**config.mk**
```make
export PLATFORM = sky130hd
export DESIGN_NAME = shift_issue_queue_flat
export DESIGN_NICKNAME = d
export VERILOG_FILES = /design/src/rtl/shift_pkg.sv /design/src/rtl/shift_issue_queue_if.sv /design/src/rtl/shift_cmd_fifo.sv /design/src/rtl/shift_issue_queue.sv /design/src/flat_wrapper.sv
export SDC_FILE = /design/constraint.sdc
export NUM_CORES = 1
export LEC_CHECK = 0
export CAP_MARGIN = 0
export CORE_UTILIZATION = 55
export DETAILED_ROUTE_END_ITERATION = 8
export PLACE_DENSITY = 0.89
export RECOVER_POWER = 50
export SKIP_LAST_GASP = 1
export SLEW_MARGIN = 20
export SYNTH_ARGS = -nofsm -noshare
export SYNTH_HDL_FRONTEND = slang
export SYNTH_SLANG_ARGS = --single-unit
export TNS_END_PERCENT = 20
```
**constraint.sdc**
```tcl
create_clock -name clk_i -period 6.8 [get_ports clk_i]
set_input_delay 1.7 -clock clk_i [delete_from_list [all_inputs] [get_ports clk_i]]
set_output_delay 1.7 -clock clk_i [all_outputs]
set_load 0.02 [all_outputs]
```
**src/rtl/shift_pkg.sv**
```systemverilog
// Shared types and widths for the shift command queue and its shifter interface.
package shift_pkg;

   localparam int unsigned SHW  = 16;
   localparam int unsigned AMTW = 4;

   typedef struct packed {
      logic [SHW-1:0]  src;
      logic            arith;
      logic [AMTW-1:0] amt;
   } shift_cmd_t;

   function automatic logic res_is_zero(logic [SHW-1:0] v);
      return v == '0;
   endfunction

endpackage

```
**src/rtl/shift_issue_queue_if.sv**
```systemverilog
// Command, shifter and result handshake bundle for shift_issue_queue.
interface shift_issue_queue_if #(
   parameter int unsigned Depth = 4
);
   import shift_pkg::*;

   localparam int unsigned CntW = $clog2(Depth) + 1;

   logic            cmd_valid;
   logic            cmd_ready;
   logic [SHW-1:0]  cmd_src;
   logic            cmd_arith;
   logic [AMTW-1:0] cmd_amt;

   logic [SHW-1:0]  sh_src;
   logic            sh_arith;
   logic [AMTW-1:0] sh_amt;
   logic [SHW-1:0]  sh_res;

   logic            res_valid;
   logic            res_ready;
   logic [SHW-1:0]  res_data;
   logic            res_zero;
   logic            res_neg;

   logic [CntW-1:0] count;

   modport slave (
      input  cmd_valid, cmd_src, cmd_arith, cmd_amt, sh_res, res_ready,
      output cmd_ready, sh_src, sh_arith, sh_amt, res_valid, res_data, res_zero, res_neg, count
   );

   modport master (
      output cmd_valid, cmd_src, cmd_arith, cmd_amt, sh_res, res_ready,
      input  cmd_ready, sh_src, sh_arith, sh_amt, res_valid, res_data, res_zero, res_neg, count
   );

endinterface

```
**src/rtl/shift_cmd_fifo.sv**
```systemverilog
// Synchronous FIFO of shift commands; Depth must be a power of two so pointers wrap naturally.
module shift_cmd_fifo
   import shift_pkg::*;
#(
   parameter int unsigned Depth = 4,
   localparam int unsigned PtrW = $clog2(Depth),
   localparam int unsigned CntW = PtrW + 1
) (
   input  logic            clk_i,
   input  logic            rst_i,
   input  logic            push_i,
   input  shift_cmd_t      data_i,
   input  logic            pop_i,
   output shift_cmd_t      head_o,
   output logic [CntW-1:0] count_o,
   output logic            full_o,
   output logic            empty_o
);

   shift_cmd_t      mem_q [Depth];
   logic [PtrW-1:0] wr_ptr_q, wr_ptr_d;
   logic [PtrW-1:0] rd_ptr_q, rd_ptr_d;
   logic [CntW-1:0] count_q, count_d;
   logic            push_ok, pop_ok;

   assign full_o  = (count_q == CntW'(Depth));
   assign empty_o = (count_q == '0);
   assign count_o = count_q;
   assign head_o  = mem_q[rd_ptr_q];

   // A full queue refuses a push even if the head leaves in the same cycle.
   assign push_ok = push_i && !full_o;
   assign pop_ok  = pop_i && !empty_o;

   always_comb begin
      wr_ptr_d = wr_ptr_q + PtrW'(push_ok);
      rd_ptr_d = rd_ptr_q + PtrW'(pop_ok);
      count_d  = count_q + CntW'(push_ok) - CntW'(pop_ok);
   end

   always_ff @(posedge clk_i or posedge rst_i) begin
      if (rst_i) begin
         wr_ptr_q <= '0;
         rd_ptr_q <= '0;
         count_q  <= '0;
      end else begin
         wr_ptr_q <= wr_ptr_d;
         rd_ptr_q <= rd_ptr_d;
         count_q  <= count_d;
      end
   end

   always_ff @(posedge clk_i) begin
      if (push_ok) begin
         mem_q[wr_ptr_q] <= data_i;
      end
   end

endmodule

```
**src/rtl/shift_issue_queue.sv**
```systemverilog
// Command queue in front of an external combinational shifter, with a registered,
// handshaked result and zero/negative flags.
module shift_issue_queue
   import shift_pkg::*;
#(
   parameter int unsigned Depth = 4
) (
   input  logic                clk_i,
   input  logic                rst_i,
   shift_issue_queue_if.slave  bus_io
);

   localparam int unsigned CntW = $clog2(Depth) + 1;

   shift_cmd_t      cmd_in;
   shift_cmd_t      head;
   logic [CntW-1:0] fifo_count;
   logic            fifo_full;
   logic            fifo_empty;
   logic            load;

   logic            res_valid_q, res_valid_d;
   logic [SHW-1:0]  res_data_q, res_data_d;
   logic            res_zero_q, res_zero_d;
   logic            res_neg_q, res_neg_d;

   assign cmd_in.src   = bus_io.cmd_src;
   assign cmd_in.arith = bus_io.cmd_arith;
   assign cmd_in.amt   = bus_io.cmd_amt;

   // Head leaves the queue whenever the output register is empty or being drained.
   assign load = !fifo_empty && (!res_valid_q || bus_io.res_ready);

   shift_cmd_fifo #(
      .Depth (Depth)
   ) u_fifo (
      .clk_i   (clk_i),
      .rst_i   (rst_i),
      .push_i  (bus_io.cmd_valid),
      .data_i  (cmd_in),
      .pop_i   (load),
      .head_o  (head),
      .count_o (fifo_count),
      .full_o  (fifo_full),
      .empty_o (fifo_empty)
   );

   always_comb begin
      res_valid_d = res_valid_q;
      res_data_d  = res_data_q;
      res_zero_d  = res_zero_q;
      res_neg_d   = res_neg_q;
      if (load) begin
         res_valid_d = 1'b1;
         res_data_d  = bus_io.sh_res;
         res_zero_d  = res_is_zero(bus_io.sh_res);
         res_neg_d   = bus_io.sh_res[SHW-1];
      end else if (res_valid_q && bus_io.res_ready) begin
         res_valid_d = 1'b0;
      end
   end

   always_ff @(posedge clk_i or posedge rst_i) begin
      if (rst_i) begin
         res_valid_q <= 1'b0;
         res_data_q  <= '0;
         res_zero_q  <= 1'b0;
         res_neg_q   <= 1'b0;
      end else begin
         res_valid_q <= res_valid_d;
         res_data_q  <= res_data_d;
         res_zero_q  <= res_zero_d;
         res_neg_q   <= res_neg_d;
      end
   end

   assign bus_io.cmd_ready = !fifo_full;
   assign bus_io.count     = fifo_count;
   assign bus_io.sh_src    = fifo_empty ? '0 : head.src;
   assign bus_io.sh_arith  = fifo_empty ? 1'b0 : head.arith;
   assign bus_io.sh_amt    = fifo_empty ? '0 : head.amt;
   assign bus_io.res_valid = res_valid_q;
   assign bus_io.res_data  = res_data_q;
   assign bus_io.res_zero  = res_zero_q;
   assign bus_io.res_neg   = res_neg_q;

endmodule
```
**src/flat_wrapper.sv**
```systemverilog
// flat-port wrapper written by rule: the top's interface ports become plain ports
module shift_issue_queue_flat import shift_pkg::*;
#(
   parameter int unsigned Depth = 4
)
  (clk_i, rst_i, bus_io_cmd_valid, bus_io_cmd_src, bus_io_cmd_arith, bus_io_cmd_amt, bus_io_sh_res, bus_io_res_ready, bus_io_cmd_ready, bus_io_sh_src, bus_io_sh_arith, bus_io_sh_amt, bus_io_res_valid, bus_io_res_data, bus_io_res_zero, bus_io_res_neg, bus_io_count);
  shift_issue_queue_if #(.Depth(Depth)) bus_io_i ();
  input  logic clk_i;
  input  logic rst_i;
  input wire logic [$bits(bus_io_i.cmd_valid)-1:0] bus_io_cmd_valid;
  input wire logic [$bits(bus_io_i.cmd_src)-1:0] bus_io_cmd_src;
  input wire logic [$bits(bus_io_i.cmd_arith)-1:0] bus_io_cmd_arith;
  input wire logic [$bits(bus_io_i.cmd_amt)-1:0] bus_io_cmd_amt;
  input wire logic [$bits(bus_io_i.sh_res)-1:0] bus_io_sh_res;
  input wire logic [$bits(bus_io_i.res_ready)-1:0] bus_io_res_ready;
  output wire logic [$bits(bus_io_i.cmd_ready)-1:0] bus_io_cmd_ready;
  output wire logic [$bits(bus_io_i.sh_src)-1:0] bus_io_sh_src;
  output wire logic [$bits(bus_io_i.sh_arith)-1:0] bus_io_sh_arith;
  output wire logic [$bits(bus_io_i.sh_amt)-1:0] bus_io_sh_amt;
  output wire logic [$bits(bus_io_i.res_valid)-1:0] bus_io_res_valid;
  output wire logic [$bits(bus_io_i.res_data)-1:0] bus_io_res_data;
  output wire logic [$bits(bus_io_i.res_zero)-1:0] bus_io_res_zero;
  output wire logic [$bits(bus_io_i.res_neg)-1:0] bus_io_res_neg;
  output wire logic [$bits(bus_io_i.count)-1:0] bus_io_count;
  assign bus_io_i.cmd_valid = bus_io_cmd_valid;
  assign bus_io_i.cmd_src = bus_io_cmd_src;
  assign bus_io_i.cmd_arith = bus_io_cmd_arith;
  assign bus_io_i.cmd_amt = bus_io_cmd_amt;
  assign bus_io_i.sh_res = bus_io_sh_res;
  assign bus_io_i.res_ready = bus_io_res_ready;
  assign bus_io_cmd_ready = bus_io_i.cmd_ready;
  assign bus_io_sh_src = bus_io_i.sh_src;
  assign bus_io_sh_arith = bus_io_i.sh_arith;
  assign bus_io_sh_amt = bus_io_i.sh_amt;
  assign bus_io_res_valid = bus_io_i.res_valid;
  assign bus_io_res_data = bus_io_i.res_data;
  assign bus_io_res_zero = bus_io_i.res_zero;
  assign bus_io_res_neg = bus_io_i.res_neg;
  assign bus_io_count = bus_io_i.count;
  shift_issue_queue #(.Depth(Depth)) u_core (.clk_i(clk_i), .rst_i(rst_i), .bus_io(bus_io_i));
endmodule
```
==> results of run 1 <==
layer usage:
layer,up-vias,track usage,share of wire
met5,-,0,0
met4,0,0.0913,0.024
met3,15,0.0343,0.028
met2,50,0.354,0.55
met1,1146,0.257,0.40
li1,987,-,-
cell usage after synthesis:
library cell   n  area, sq um
or3b_4         1         11.3
nor2b_1       20          125
buf_12         2         40.0
clkbuf_1       1         3.75
nor3b_1        2         15.0
nand2_4        1         11.3
nand2b_1       1         6.26
nor3_1         1         5.00
nor3_4         1         16.3
nor4_1         4         25.0
nand4_1        1         6.26
mux2i_1        1         10.0
nor2b_4        1         13.8
nor2b_2        1         8.76
ha_1           2         25.0
xor2_1         4         35.0
inv_1          3         11.3
buf_6          3         33.8
buf_2          3         15.0
inv_2          1         3.75
fa_1           1         20.0
buf_4          1         7.51
and3_1         1         6.26
and3b_1        1         8.76
mux2_4        16          240
xnor2_1        2         17.5
dfrtp_1       25          626
edfxtp_1      84         2520
mux4_2        21          473
nand2_1        2         7.51
kinds of logic after synthesis:
kind of cell	Yosys count	synth area share
flip-flops	109	0.724
multiplexers	38	0.166
AND/OR/NAND/NOR	38	0.0613
buffers and inverters	14	0.0265
XOR/XNOR	6	0.0121
adder cells (fa/ha/maj)	3	0.0104
where the power goes:
part / total [mW] / leakage, nW / switching (mW) / internal [mW]
logic: 1.05 / 0.787 / 0.489 / 0.557
registers: 1.00 / 1.06 / 0.111 / 0.894
clock network: 0.387 / 0.0976 / 0.215 / 0.172
stage by stage:
stage | std cells | area, sq um | hold slack, ns | worst slack (ns) | power, mW
6_report | 405 | 5450 | 0.517 | 2.43 | 2.44
5_1_grt | 405 | 5450 | 0.532 | 2.26 | 2.55
4_1_cts | 405 | 5470 | 0.523 | 2.37 | 2.47
3_5_place_dp | 389 | 5270 | 0.493 | 2.76 | 2.08
3_3_place_gp | 389 | 5270 | 0.493 | 2.80 | 2.05
2_1_floorplan | 208 | 4350 | 0.490 | 2.99 | 1.67
registers in the layout, summed over array words and instances (netlist names):
register                 cells
u_core.u_fifo.wr_ptr_q       2
u_core.u_fifo.rd_ptr_q       2
u_core.bus_io.res_data      16
u_core.u_fifo.count_o        3
u_core.bus_io.res_valid      1
u_core.bus_io.res_zero       1
u_core.u_fifo.mem_q         84
cells in the final DEF, fill, tap and decap left out:
| cell | netlist | final |
|---|---|---|
| edfxtp_1 | 84 | 84 |
| clkdlybuf4s50_1 | 0 | 60 |
| dfrtp_1 | 25 | 25 |
| dlygate4sd3_1 | 0 | 24 |
| nor2b_1 | 20 | 21 |
| mux4_2 | 21 | 21 |
| mux2_4 | 16 | 16 |
| clkbuf_8 | 0 | 9 |
| xor2_1 | 4 | 4 |
| nor4_1 | 4 | 4 |
| buf_4 | 1 | 4 |
| nand2_1 | 2 | 3 |
| inv_1 | 3 | 3 |
| xnor2_1 | 2 | 2 |
| nor3b_2 | 0 | 2 |
| ha_1 | 2 | 2 |
| inv_6 | 0 | 2 |
| nor3_4 | 1 | 1 |
| nand2b_1 | 1 | 1 |
| nor2b_4 | 1 | 1 |
| or3b_4 | 1 | 1 |
| inv_2 | 1 | 1 |
| and3b_1 | 1 | 1 |
| and3_2 | 0 | 1 |
| nor3_1 | 1 | 1 |
| nand4_1 | 1 | 1 |
| mux2i_1 | 1 | 1 |
| fa_1 | 1 | 1 |
| bufinv_16 | 0 | 1 |
| clkinv_2 | 0 | 1 |
| clkinv_1 | 0 | 1 |
| clkinvlp_4 | 0 | 1 |
| clkinv_4 | 0 | 1 |
| clkbuf_1 | 1 | 1 |
cell type report:
type	instances	area, sq um	area share
Clock buffer	9	124	0.0227
Clock inverter	7	72.6	0.0133
Inverter	4	15.0	0.00275
Multi-Input combinational cell	85	1090	0.200
Sequential cell	109	3150	0.578
Tap cell	102	128	0.0234
Timing Repair Buffer	89	875	0.160
final timing paths:
check	startpoint	endpoint	slack [ns]	cells after the start
worst max-delay path	u_core.u_fifo.rd_ptr_q[0]	bus_io_sh_src[6]	2.43	4
worst min-delay path	u_core.bus_io.res_data[11]	u_core.bus_io.res_data[11]	0.52	1
worst max register to register	u_core.u_fifo.count_o[2]	u_core.u_fifo.count_o[2]	4.05	7
worst min register to register	u_core.bus_io.res_data[11]	u_core.bus_io.res_data[11]	0.52	1
max in group asynchronous	rst_i	u_core.u_fifo.rd_ptr_q[1]	4.25	2
min in group asynchronous	rst_i	u_core.bus_io.res_data[13]	1.98	2
critical path: cells and delay by family (launching register included):
kind | cells | cell delay, ns
multiplexers | 1 | 0.53
AND/OR/NAND/NOR | 1 | 0.15
buffers and inverters | 2 | 0.98
flip-flops | 1 | 0.64
==> results.yml, run 1 <==
global_routing:
  grt_pass1_vias: 2398
  grt_remaining_overflow: 0
  antenna_found_initial: 0
  grt_pass1_wl_microns: 12500
  grt_max_degree: 26
  track_usage: 0.205
cts:
  clk_latency_ns: 0.36
  clockBufferDepth: 2
  htreeDepth: 3
  cts-root-buf: "clkbuf_8"
  hold_buffers: 0
  cts_tree: "yes"
  clock_sinks: 109
  cts_buffers: 9
  cts-resized-gates: 0
  cts_setup_buffers: 0
  clk_pin_slew_ns: 0.10
floorplan:
  row_count: 32
  start_util: 0.566
  die_area_sq_mm: 0.00827
  die_width_microns: 90.9
  num_io_pins: 85
  core_area_sq_mm: 0.00769
  fp.dieH_microns: 90.9
logic_synthesis:
  synthCells: 208
  ys_seq_area_frac: 0.724
  synth_nets: 252
  netlist_area_sq_mm: 0.00435
  synth.distinct_cells: 30
  avgSynthCellArea_sq_um: 20.9
  yosysWarningCount: 0
  synth.ff_latch_count: 109
routing:
  drc_errors: 1
  ant_nets: 0
  drt_iter0_drc: 104
  avgRoutedWirePerCell_microns: 19.1
  vias: 2198
  wirelength_microns: 7730
  viasPerCell: 5.43
  firstDrtPassIters: 6
layout:
  final_util: 0.709
  diodes: 0
  fin_nets: 342
  syn2layout_area_growth_pct: 25.3
  drive_gt1_frac: 0.208
  fill_cells: 484
run_status:
  outcome: "complete, but fails checks"
  violations: "DRC"
timing:
  fin_skew_ns: 0.00895
  worst_pin_slew_ns: 1.36
  finalMaxSlewViolations: 0
  tns_ns: 0
  finalCritPeriodShare: 0.643
  timing_hold_violations_final: 0
  final-setup-viol-count: 0
  fin_crit_ns: 4.37
  max_freq_mhz: 229
  rsz0062_at_grt: "no"
  slew_headroom: 0.0943
placed_design:
  place.gp.congestion: 0.758
  portBuffers: 84
  post-dp-hpwl_microns: 5100
setup_path:
  worst_setup_path_end_kind: "output port"
  slowest_delay_ns: 0.64
  crit_fanout: 15
  critical_path_class: "flop to output port"
  worst_path_max_delay_cell: "dfrtp_1"
  worstPathArrival_ns: 2.67
  startpoint_type: "flop"
  crit_required_ns: 5.10
  cp_cell_sequence: "buf_4 > mux4_2 > nor2b_1 > clkdlybuf4s50_1"
power:
  p_per_area_mw_per_mm2: 447
  ir_drop_mv: 0.261
  p_leak_nw: 1.95
run:
  maxCapViolations: 0
min_path:
  hold_path_class: "flop to flop"
No activity file was read; power rests on OpenSTA's default activity.
==> inputs of run 2 (changes only) <==
--- a/config.mk
+++ b/config.mk
@@ -6,9 +6,9 @@
 export NUM_CORES = 1
 export LEC_CHECK = 0
 export CAP_MARGIN = 0
-export CORE_UTILIZATION = 55
+export CORE_UTILIZATION = 51
 export DETAILED_ROUTE_END_ITERATION = 8
-export PLACE_DENSITY = 0.89
+export PLACE_DENSITY = 0.84
 export RECOVER_POWER = 50
 export SKIP_LAST_GASP = 1
 export SLEW_MARGIN = 20
==> constraint.sdc (replaced) <==
create_clock -name clk_i -period 4.22 [get_ports clk_i]
set_input_delay 1.055 -clock clk_i [delete_from_list [all_inputs] [get_ports clk_i]]
set_output_delay 1.055 -clock clk_i [all_outputs]
set_load 0.02 [all_outputs]
==> run 2 against run 1 <==
Compared with the run above:
- total power increased by 61%
- clock skew decreased by 0.0031 ns
- the flow now finishes without violations
- setup slack got worse by 1.8 ns
- count of clock-buffer cells in the layout unchanged
- die area increased by 7.7%
- non-clock buffer count increased by 2
- core utilization decreased by 4.4 points
- cell count increased by 1.2%
- clock power increased by 60%
- sequential share of layout area decreased by 0.12 points
- final area increased by 0.25%
- flip-flop and latch count unchanged
==> results.yml, run 2 (synthesis gave the netlist of run 1 again) <==
routing:
  ant_nets: 0
  viasPerCell: 5.29
  drt_iter0_drc: 121
  wirelength_microns: 7720
  vias: 2170
  avgRoutedWirePerCell_microns: 18.8
  firstDrtPassIters: 4
  drc_errors: 0
layout:
  largest_reg_flops: 84
  fill_cells: 547
  diodes: 0
  syn2layout_area_growth_pct: 25.6
  fin_nets: 344
  final_util: 0.665
  final_cell_mix: "edfxtp_1, clkdlybuf4s50_1, dlygate4sd3_1, dfrtp_1"
  final_area_sq_mm: 0.00546
  mostFrequentLayoutCell: "edfxtp_1"
  regMostFlops: "u_core.u_fifo.mem_q"
  drive_gt1_frac: 0.210
  instances_no_fill: 410
global_routing:
  grt_max_degree: 26
  antenna_found_initial: 0
  track_usage: 0.194
  grt_remaining_overflow: 0
  grt_pass1_vias: 2365
  grt_pass1_wl_microns: 12300
placed_design:
  portBuffers: 84
  place.gp.congestion: 0.741
  post-dp-hpwl_microns: 5340
  dp.cells: 394
  placed_area_sq_mm: 0.00529
timing:
  slew_headroom: 0.114
  timing_hold_violations_final: 0
  final-setup-viol-count: 0
  tns_ns: 0
  max_freq_mhz: 276
  rsz0062_at_grt: "no"
  finalCritPeriodShare: 0.858
  worst_pin_slew_ns: 1.33
  fin_skew_ns: 0.00590
  fin_crit_ns: 3.62
  hold_slack_ns: 0.520
  finalMaxSlewViolations: 0
cts:
  hold_buffers: 0
  cts_tree: "yes"
  cts-root-buf: "clkbuf_8"
  clk_pin_slew_ns: 0.10
  clock_sinks: 109
  clk_latency_ns: 0.35
  cts-resized-gates: 0
  clockBufferDepth: 2
  cts_setup_buffers: 0
  htreeDepth: 3
  cts_buffers: 9
floorplan:
  core_area_sq_mm: 0.00822
  num_io_pins: 85
  start_util: 0.529
  row_count: 33
  die_area_sq_mm: 0.00890
  fp.dieH_microns: 94.4
  die_width_microns: 94.4
power:
  p_per_area_mw_per_mm2: 720
  ir_drop_mv: 0.363
  p_leak_nw: 1.95
setup_path:
  worst_path_max_delay_cell: "dfrtp_2"
  startpoint_type: "flop"
  cp_cell_sequence: "mux4_2 > nor2b_1 > clkdlybuf4s50_1"
  slowest_delay_ns: 0.88
  path_delay_family: "flip-flops"
  path_buf_inv: 1
  crit_required_ns: 3.16
  worst_setup_path_end_kind: "output port"
  crit_fanout: 23
  worstPathArrival_ns: 2.56
  critical_path_class: "flop to output port"
  r2r_slack_ns: 1.78
run:
  maxCapViolations: 0
min_path:
  hold_path_class: "flop to flop"
run_status:
  outcome: "finished, final reports clean"
## run 2: cell count changes in the layout (fill, tap and decap cells not counted), sizes merged
cell      change
clkinvlp      +1
inv           -1
buf           +2
## run 2: power by group
part | internal (mW) | switching [mW] | total [mW]
Clock | 0.277 | 0.342 | 0.618
Sequential | 1.44 | 0.199 | 1.64
Combinational | 0.908 | 0.768 | 1.68
Total | 2.62 | 1.31 | 3.93
## run 2: final timing paths
| check | start | endpoint | cells past startpoint |
|---|---|---|---|
| setup / recovery | u_core.u_fifo.rd_ptr_q[0] | bus_io_sh_src[13] | 3 |
| hold / removal | u_core.bus_io.res_data[4] | u_core.bus_io.res_data[4] | 1 |
| setup reg to reg | u_core.u_fifo.count_o[2] | u_core.u_fifo.count_o[2] | 7 |
| hold reg to reg | u_core.bus_io.res_data[4] | u_core.bus_io.res_data[4] | 1 |
| max in group asynchronous | rst_i | u_core.u_fifo.rd_ptr_q[0] | 2 |
| min in group asynchronous | rst_i | u_core.bus_io.res_data[5] | 2 |
## run 2: cell type report
cell class	instances	area, sq um	share of cell area
clock inverters	7	72.6	0.0133
flip-flops and latches	109	3150	0.576
multi-input cells	85	1080	0.198
well taps	105	131	0.0240
clock buffers	9	124	0.0227
inverters	4	15.0	0.00275
repair buffers	91	890	0.163
## run 2: stage by stage
step	setup WS (ns)	power [mW]
after CTS	0.519	3.99
after floorplan	1.06	2.69
final	0.601	3.93
after global routing	0.428	4.13
after global placement	0.955	3.32
after detailed placement	0.924	3.37
## run 2: routing by layer
| layer | GRT usage | wire length (microns) | up-vias |
|---|---|---|---|
| li1 | - | - | 993 |
| met5 | 0 | 0 | - |
| met3 | 0.0322 | 256 | 11 |
| met1 | 0.252 | 3190 | 1121 |
| met4 | 0.0744 | 128 | 0 |
| met2 | 0.329 | 4140 | 45 |
## run 2: worst register-to-register path: stages (launching register included)
cell and delay (ns):
dfrtp_1 0.47, nor3_4 0.58, nor2b_1 0.18, xnor2_1 0.19
ha_1 0.21, fa_1 0.38, xor2_1 0.17, xnor2_1 0.14
